==> src/rtl/aib_tx_bert_mgen.sv <==
// TX BERT pattern source: NUM_GEN PRBS/fixed generators with burst control,
// a per-lane generator crossbar and single-cycle error injection.
module aib_tx_bert_mgen #(
  parameter  int NUM_GEN   = 4,
  parameter  int NUM_LANES = 40,
  localparam int GSW       = $clog2(NUM_GEN),
  localparam int LW        = $clog2(NUM_LANES)
) (
  input  logic                     clk,
  input  logic                     rstn,
  input  logic [NUM_GEN-1:0]       tx_start_pulse,
  input  logic [NUM_GEN-1:0]       tx_rst_pulse,
  input  logic [3*NUM_GEN-1:0]     tx_ptrn_sel,
  input  logic [NUM_GEN-1:0]       tx_seed_ld,
  input  logic [31:0]              txwdata_sync_ff,
  input  logic [15:0]              tx_burst_len,
  input  logic [1:0]               tx_sft_nb,
  input  logic [GSW*NUM_LANES-1:0] lane_gen_sel,
  input  logic                     err_inj_pulse,
  input  logic [LW-1:0]            err_inj_lane,
  output logic [NUM_GEN-1:0]       tx_seed_good,
  output logic [NUM_GEN-1:0]       tx_bertgen_en,
  output logic [NUM_GEN-1:0]       tx_bert_done,
  output logic [15:0]              err_inj_cnt,
  output logic [8*NUM_LANES-1:0]   tx_bert_data_out
);

  typedef enum logic [1:0] {ST_IDLE = 2'd0, ST_RUN = 2'd1, ST_DONE = 2'd2} st_e;

  st_e         state_q [NUM_GEN];
  st_e         state_d [NUM_GEN];
  logic [31:0] seed_q  [NUM_GEN];
  logic [31:0] seed_d  [NUM_GEN];
  logic [31:0] work_q  [NUM_GEN];
  logic [31:0] work_d  [NUM_GEN];
  logic [7:0]  hist_q  [NUM_GEN];
  logic [7:0]  hist_d  [NUM_GEN];
  logic [15:0] cnt_q   [NUM_GEN];
  logic [15:0] cnt_d   [NUM_GEN];

  logic [8*NUM_LANES-1:0] xbar_s;
  logic [8*NUM_LANES-1:0] inj_mask_s;
  logic [8*NUM_LANES-1:0] data_q;
  logic [15:0]            inj_cnt_q;
  logic                   inj_hit_s;

  logic [2:0]     sel_s;
  logic [31:0]    w_s;
  logic [7:0]     h_s;
  logic [32:0]    r_s;
  logic [3:0]     nsteps_s;
  logic [GSW-1:0] gsel_s;
  logic           lane_run_s;

  function automatic logic [31:0] pat_mask(input logic [2:0] sel);
    logic [31:0] m;
    case (sel)
      3'd1:    m = 32'h0000_7FFF;
      3'd2:    m = 32'h007F_FFFF;
      3'd3:    m = 32'h7FFF_FFFF;
      3'd4:    m = 32'hFFFF_FFFF;
      default: m = 32'h0000_007F;
    endcase
    return m;
  endfunction

  // One LFSR/rotate step: {produced bit, next working state}.
  function automatic logic [32:0] lfsr_step(input logic [31:0] w, input logic [2:0] sel);
    logic nb;
    case (sel)
      3'd1:    nb = w[14] ^ w[13];
      3'd2:    nb = w[22] ^ w[17];
      3'd3:    nb = w[30] ^ w[27];
      3'd4:    nb = w[31];
      default: nb = w[6] ^ w[5];
    endcase
    return {nb, ({w[30:0], nb} & pat_mask(sel))};
  endfunction

  assign nsteps_s = 4'd1 << tx_sft_nb;

  // Per-generator next state: seed, working state, history and burst counter.
  always_comb begin
    sel_s = 3'd0;
    w_s   = 32'd0;
    h_s   = 8'd0;
    r_s   = 33'd0;
    for (int g = 0; g < NUM_GEN; g++) begin
      sel_s           = tx_ptrn_sel[3*g +: 3];
      tx_seed_good[g] = |(seed_q[g] & pat_mask(sel_s));
      tx_bertgen_en[g] = (state_q[g] == ST_RUN);
      tx_bert_done[g]  = (state_q[g] == ST_DONE);
      state_d[g] = state_q[g];
      seed_d[g]  = seed_q[g];
      work_d[g]  = work_q[g];
      hist_d[g]  = hist_q[g];
      cnt_d[g]   = cnt_q[g];
      if (tx_rst_pulse[g]) begin
        state_d[g] = ST_IDLE;
        hist_d[g]  = 8'd0;
        cnt_d[g]   = 16'd0;
      end else begin
        case (state_q[g])
          ST_RUN: begin
            w_s = work_q[g];
            h_s = hist_q[g];
            for (int k = 0; k < 8; k++) begin
              if (k[3:0] < nsteps_s) begin
                r_s = lfsr_step(w_s, sel_s);
                w_s = r_s[31:0];
                h_s = {h_s[6:0], r_s[32]};
              end else begin
                r_s = r_s;
              end
            end
            work_d[g] = w_s;
            hist_d[g] = h_s;
            // A zero counter means an unlimited burst.
            if (cnt_q[g] != 16'd0) begin
              cnt_d[g] = cnt_q[g] - 16'd1;
              if (cnt_q[g] == 16'd1) begin
                state_d[g] = ST_DONE;
              end else begin
                state_d[g] = ST_RUN;
              end
            end else begin
              cnt_d[g] = 16'd0;
            end
          end
          default: begin
            if (tx_seed_ld[g]) begin
              seed_d[g] = txwdata_sync_ff;
            end else if (tx_start_pulse[g] && tx_seed_good[g]) begin
              state_d[g] = ST_RUN;
              work_d[g]  = seed_q[g];
              cnt_d[g]   = tx_burst_len;
            end else begin
              state_d[g] = state_q[g];
            end
          end
        endcase
      end
    end
  end

  // Lane crossbar and injection mask for the next output word.
  always_comb begin
    xbar_s     = '0;
    inj_mask_s = '0;
    gsel_s     = '0;
    lane_run_s = 1'b0;
    for (int l = 0; l < NUM_LANES; l++) begin
      gsel_s = lane_gen_sel[GSW*l +: GSW];
      if (int'(gsel_s) < NUM_GEN) begin
        xbar_s[8*l +: 8] = hist_q[gsel_s];
        lane_run_s       = (state_q[gsel_s] == ST_RUN);
      end else begin
        xbar_s[8*l +: 8] = 8'h00;
        lane_run_s       = 1'b0;
      end
      if (err_inj_pulse && (int'(err_inj_lane) == l) && lane_run_s) begin
        inj_mask_s[8*l] = 1'b1;
      end else begin
        inj_mask_s[8*l] = 1'b0;
      end
    end
    inj_hit_s = |inj_mask_s;
  end

  // Generator state registers.
  always_ff @(posedge clk or negedge rstn) begin
    if (!rstn) begin
      for (int g = 0; g < NUM_GEN; g++) begin
        state_q[g] <= ST_IDLE;
        seed_q[g]  <= 32'd0;
        work_q[g]  <= 32'd0;
        hist_q[g]  <= 8'd0;
        cnt_q[g]   <= 16'd0;
      end
    end else begin
      for (int g = 0; g < NUM_GEN; g++) begin
        state_q[g] <= state_d[g];
        seed_q[g]  <= seed_d[g];
        work_q[g]  <= work_d[g];
        hist_q[g]  <= hist_d[g];
        cnt_q[g]   <= cnt_d[g];
      end
    end
  end

  // Registered output word and saturating injection counter.
  always_ff @(posedge clk or negedge rstn) begin
    if (!rstn) begin
      data_q    <= '0;
      inj_cnt_q <= 16'd0;
    end else begin
      data_q <= xbar_s ^ inj_mask_s;
      if (inj_hit_s && (inj_cnt_q != 16'hFFFF)) begin
        inj_cnt_q <= inj_cnt_q + 16'd1;
      end else begin
        inj_cnt_q <= inj_cnt_q;
      end
    end
  end

  assign tx_bert_data_out = data_q;
  assign err_inj_cnt      = inj_cnt_q;

endmodule
==> config.mk <==
export PLATFORM = sky130hd
export DESIGN_NAME = aib_tx_bert_mgen
export DESIGN_NICKNAME = d
export VERILOG_FILES = /design/src/rtl/aib_tx_bert_mgen.sv
export SDC_FILE = /design/constraint.sdc
export NUM_CORES = 2
export LEC_CHECK = 0
export CAP_MARGIN = 20
export CORE_MARGIN = 10
export CORE_UTILIZATION = 50
export DETAILED_ROUTE_END_ITERATION = 8
export PLACE_DENSITY = 0.73
export SLEW_MARGIN = 20
export SYNTH_ARGS = -nofsm -noshare
export SYNTH_HDL_FRONTEND = slang
export SYNTH_SLANG_ARGS = --single-unit
==> constraint.sdc <==
create_clock -name clk -period 4.2 [get_ports clk]
set_clock_uncertainty 0.2 [all_clocks]
set_input_delay 1.26 -clock clk [delete_from_list [all_inputs] [get_ports clk]]
set_output_delay 1.26 -clock clk [all_outputs]
set_load 0.01 [all_outputs]
# Word level (Yosys, flattened, before mapping)

Index checks and enable logic that the tools add are counted.

Word-level logic and storage cells: 1236
Bits of input ports: 163
Output and inout bits: 348
Register bits: 696

$lt $le $gt $ge: 48
Reduce and logical (&&, ||, !) cells: 131
Muxes and demuxes: 692
Equal/unequal tests: 120
$add $sub $neg: 5
Bitwise operators: 213
Shift operators: 1

Operator list:

| operator                | count |
|---|---|
| $mux W32                | 196 |
| $and A32 B32 Y32        | 36 |
| $mux W8                 | 120 |
| $bmux W8 S2             | 40 |
| $pmux W32 S4            | 4 |
| $mux W16                | 20 |
| $xor A320 B313 Y320     | 1 |
| $mux W2                 | 104 |
| $bmux W2 S2             | 40 |
| $eq A6 B6 Y1 const B    | 24 |
| $mux W1                 | 136 |
| $pmux W1 S4             | 32 |
| $reduce_or A32 Y1       | 4 |
| $xor A1 B1 Y1           | 128 |
| $ge A3 B3 Y1 const B    | 40 |
| $not A2 Y3              | 40 |
| $eq A2 B1 Y1 const B    | 44 |
| $logic_and A1 B1 Y1     | 85 |
| $eq A16 B1 Y1 const B   | 4 |
| $reduce_bool A16 Y1     | 4 |
| $sub A16 B1 Y16 const B | 4 |
| $eq A6 B5 Y1 const B    | 8 |
| $reduce_or A40 Y1       | 1 |
| $reduce_and A3 Y1       | 12 |
| 21 further kinds        | 83 |

# Depth between registers and ports, before layout

Depth after elaboration: 71
Mapped depth: 12
Mapped depth without buffers: 9

# Least setup slack after synthesis

No wires, ideal clock.

Path kind: input -> register
Start point: input lane_gen_sel[49]
End point: register inj_cnt_q[1] (netlist: err_inj_cnt[1])
Stages on the path: 8
Required time: 3875 ps
Arrival time: 3652 ps
Library setup time: 125 ps
Buffers on the path: 1
Path slack: 223 ps
Path through: clkbuf_1 -> mux4_2 -> and3_1 -> nor4_1 -> nand4_1 -> nor4_4 -> nor2_2 -> mux2_4

Word-level cells in the longest chain between the ends: 9

Ends and longest elaborated chain:

| what                                       | RTL line | text |
|---|---|---|
| start, declared                            | 18       | `input logic [GSW*NUM_LANES-1:0] lane_gen_sel,` |
| $not A2 Y3 (not written as such)           | 156      | `lane_run_s = (state_q[gsel_s] == ST_RUN);` |
| $bmux W2 S2                                | 156      |  |
| $mux W2 (not written as such) (2 in a row) | 156      |  |
| $eq A2 B1 Y1                               | 156      |  |
| $logic_and A1 B1 Y1                        | 161      | `if (err_inj_pulse && (int'(err_inj_lane) == l) && lane_run_s) begin` |
| $mux W1                                    | 161      |  |
| $reduce_or A40 Y1                          | 167      | `inj_hit_s = \|inj_mask_s;` |
| $logic_and A1 B1 Y1                        | 198      | `if (inj_hit_s && (inj_cnt_q != 16'hFFFF)) begin` |
| end signal, assigned                       | 199      | `inj_cnt_q <= inj_cnt_q + 16'd1;` |
| end signal, assigned                       | 201      | `inj_cnt_q <= inj_cnt_q;` |
| end, declared                              | 44       | `logic [15:0] inj_cnt_q;` |

No other way between the ends. The select of a mux whose other input is x is not followed.
A chain may end at the register's enable or synchronous reset.

# Final worst setup path

Start point: input tx_ptrn_sel[2]
End point: output tx_seed_good[0]

Word-level cells in the longest chain between the ends: 4
Elaborated cells on any way between the ends: 7
Classes of those cells: eq/ne (4); mux (1); bitwise (1); reduce/logical (1)

Ends and longest elaborated chain:

| what                                       | RTL line | text |
|---|---|---|
| start, declared                            | 13       | `input logic [3*NUM_GEN-1:0] tx_ptrn_sel,` |
| $eq A3 B3 Y1, or another cell as far along | 57       | `case (sel)` |
| $pmux W32 S4 *                             | 57       |  |
| $and A32 B32 Y32 *                         | 90       | `tx_seed_good[g] = \|(seed_q[g] & pat_mask(sel_s));` |
| $reduce_or A32 Y1 *                        | 90       |  |
| end, declared                              | 21       | `output logic [NUM_GEN-1:0] tx_seed_good,` |

Mark *: on every way between the ends. The rest lies on a longest branch, timed or not.

==> results.tsv <==
metric	value	unit
status	complete, but fails checks	
failing checks	negative setup slack	
vias per inst	6.84	
largest net degree at the start of global routing	94	
FF-to-FF setup slack	0.51	ns
total grt overflow	0	
Nets	4652	
Initial DRC Count	4726	
most frequent cell after synthesis	dfrtp_1	
H-tree levels	3	
Multi-input gate area	24000	um2
setup TNS	-0.00649	ns
Synthesized Nets	4105	
Worst R2R Path Depth	11	
Pwr per Cell Area	425	nW/um2
final wirelength	178000	um
synth top area cells	dfrtp_1, mux4_2, mux2_2	
Max stage delay on crit path	0.41	ns
Leak	22.4	nW
Root Buffer	clkbuf_16	
hold path depth	2	
CTS Hold Bufs	0	
# port buffers	510	
Worst-path clk slew	0.05	ns
worst-path maximum fanout	10	
dominant cell type by area after synthesis	dfrtp_1	
beginning of the worst register-to-register path	state_q[4]$_DFFE_PN0P_	
sequential cell area	17400	um2
clock sink count	696	
Max-Cap Viols	0	
sequential share of the synthesized area	40.2	%
core footprint	85500	um2
number of synthesized register bits	696	
pre-CTS setup slack	-0.939	ns
die width	314	um
die area	98800	um2
highest clock rate	238	MHz
Reg2Reg Capture Point	err_inj_cnt[4]$_DFFE_PN0P_	
hold_ws	0.288	ns
max_slew headroom	22.3	%
die height	314	um
post-route ant nets	0	
Cell variety after synth	83	
drt drc	0	
clock network latency to the later pin of the worst-skew pair	0.64	ns
IO Pins	511	
EDFF count, synth	0	
Slowest-stage cell, CP	clkdlybuf4s50_1	
beginning of the critical path	tx_ptrn_sel[2]	
Final WS setup	-0.00649	ns
worst vdd ir	0.471	mV
share of cells above drive strength 1	26.4	%
WL per Instance	31.2	um
yosys warns	0	
fill count	6672	
WP data arrival	2.75	ns
Initial Util	50.6	%
worst-path cell chain	clkdlybuf4s50_1 > buf_4 > or3_4 > o211ai_1 > nand4b_1 > buf_2	
first-pass GRT wire length	261000	um
Req. time, crit path	2.74	ns
row count	107	
total CTS buffers	78	
Final period util	100	%
min Tclk post-route	4.21	ns
final hold vios	0	
cell count after synthesis	3931	
final non-filler cell area	54400	um2
Critical Path End	tx_seed_good[0]	
number of global-route vias before repair	38400	
Critical Path Source Type	primary input	
area grow syn2layout	25.5	%
initial antenna violation count	17	
Final GP Congestion	1.00	
Synth Flop Type	dfrtp_1	
Crit. End Element	primary output	
first drt pass iteration count	8	
Avg Cell Area, Syn	11.0	um2
WS Path Type	in -> out	
post-synth top area share	40.2	%
Pwr Total	23.1	mW
Worst-Margin Slew	1.17	ns
Slew Viols, Final	0	
vias	38900	
Mapped Area	43300	um2
FFs w/ async S/R, synth	100	%
Total GRT Usage	35.2	%
RSZ-0062 raised after global routing	true	
Placed Area	51500	um2
Post-synth top cells	dfrtp_1, mux4_2, clkbuf_1, nand2_1, o21ai_0	
CTS tree	yes	
Hold Path Class	reg -> reg	
Clock Tree Buf Depth	3	
DP Wirelength	126000	um
setup violators final	1	
==> critical path, delay by kind of cell <==
kind | cells | cell delay (ns)
AND/OR/NAND/NOR | 2 | 0.58
buffers and inverters | 3 | 0.81
AO/OA/AOI/OAI | 1 | 0.10
==> cells in the final DEF (no fill, tap or decap), types with 14 or more instances in the layout <==
cell,n
and3_1,20
and2_1,15
o211ai_1,46
dfrtp_1,684
nor2b_1,43
clkbuf_16,79
mux4_2,402
inv_1,45
mux2_2,162
a221oi_1,36
o22ai_1,23
mux2i_1,81
nand2b_1,30
a21oi_1,196
xor2_1,108
a211oi_1,45
nand2_1,306
nor3_1,100
clkdlybuf4s50_1,492
a221o_1,21
nand3_1,48
buf_4,403
a2111oi_0,17
nor4_1,54
o21ai_0,276
xnor2_1,68
nor2_1,251
clkinv_2,15
a31oi_1,41
a22oi_1,32
a32oi_1,14
nor3b_1,23
o221ai_1,19
buf_12,24
==> power breakdown <==
| group | total, mW | internal, mW | switching, mW |
|---|---|---|---|
| Clock | 7.15 | 4.20 | 2.95 |
| Combinational | 6.72 | 3.27 | 3.46 |
| Sequential | 9.23 | 7.67 | 1.56 |
| Total | 23.1 | 15.1 | 7.97 |
==> routing by layer <==
metal | track usage, % | vias up | part of all wire, %
li1 | - | 15900 | -
met1 | 42.7 | 19300 | 35
met2 | 55.4 | 3029 | 46
met3 | 9.61 | 673 | 12
met4 | 21.8 | 14 | 7.2
met5 | 0 | - | 0.069
==> cell type report <==
| class | instances | share of cell area, % |
|---|---|---|
| Inverter | 50 | 0.345 |
| Timing Repair Buffer | 943 | 15.9 |
| Antenna cell | 11 | 0.0506 |
| Clock buffer | 103 | 4.02 |
| Tap cell | 1144 | 2.63 |
| Clock inverter | 39 | 0.900 |
| Multi-Input combinational cell | 2709 | 44.1 |
| Sequential cell | 696 | 32.1 |
==> flip-flops by register name, summed over array words and instances (netlist names) <==
| name | flops |
|---|---|
| cnt_q | 64 |
| seed_q | 128 |
| hist_q | 32 |
| state_q | 8 |
| err_inj_cnt | 16 |
| work_q | 128 |
| tx_bert_data_out | 320 |
==> cells by family (layout without fill, tap and decap cells) <==
family / Yosys count / in the layout / share of synthesized area (%)
AND/OR/NAND/NOR: 978 / 978 / 10.8
AO/OA/AOI/OAI: 896 / 896 / 13.2
flip-flops: 696 / 696 / 40.2
multiplexers: 648 / 648 / 27.1
buffers and inverters: 526 / 1135 / 4.78
XOR/XNOR: 176 / 176 / 3.56
adder cells (fa/ha/maj): 11 / 11 / 0.318
other: 0 / 11 / 0
==> through the flow <==
stage	util, %	std cells
2_1_floorplan	-	3931
3_3_place_gp	60.2	5532
3_5_place_dp	60.2	5532
4_1_cts	63.5	5683
5_1_grt	63.5	5691
6_report	63.6	5695
==> worst min-delay path by stage <==
stage / startpoint / slack [ns] / endpoint
floorplan: cnt_q[42]$_DFFE_PN0P_ / 0.24 / cnt_q[42]$_DFFE_PN0P_
detailed placement: cnt_q[42]$_DFFE_PN0P_ / 0.28 / cnt_q[42]$_DFFE_PN0P_
global route: cnt_q[28]$_DFFE_PN0P_ / 0.33 / cnt_q[28]$_DFFE_PN0P_
CTS: cnt_q[42]$_DFFE_PN0P_ / 0.29 / cnt_q[42]$_DFFE_PN0P_
global placement: cnt_q[42]$_DFFE_PN0P_ / 0.26 / cnt_q[42]$_DFFE_PN0P_
finish: cnt_q[42]$_DFFE_PN0P_ / 0.29 / cnt_q[42]$_DFFE_PN0P_
==> timing repair <==
| item | in CTS | in global routing |
|---|---|---|
| resized for setup | 59 | 6 |
| pin swaps | 8 | 4 |
| endpoints found under the setup margin | 4 | 2 |
| buffers inserted | 9 | 0 |
Power figures use the tool's default switching activity.
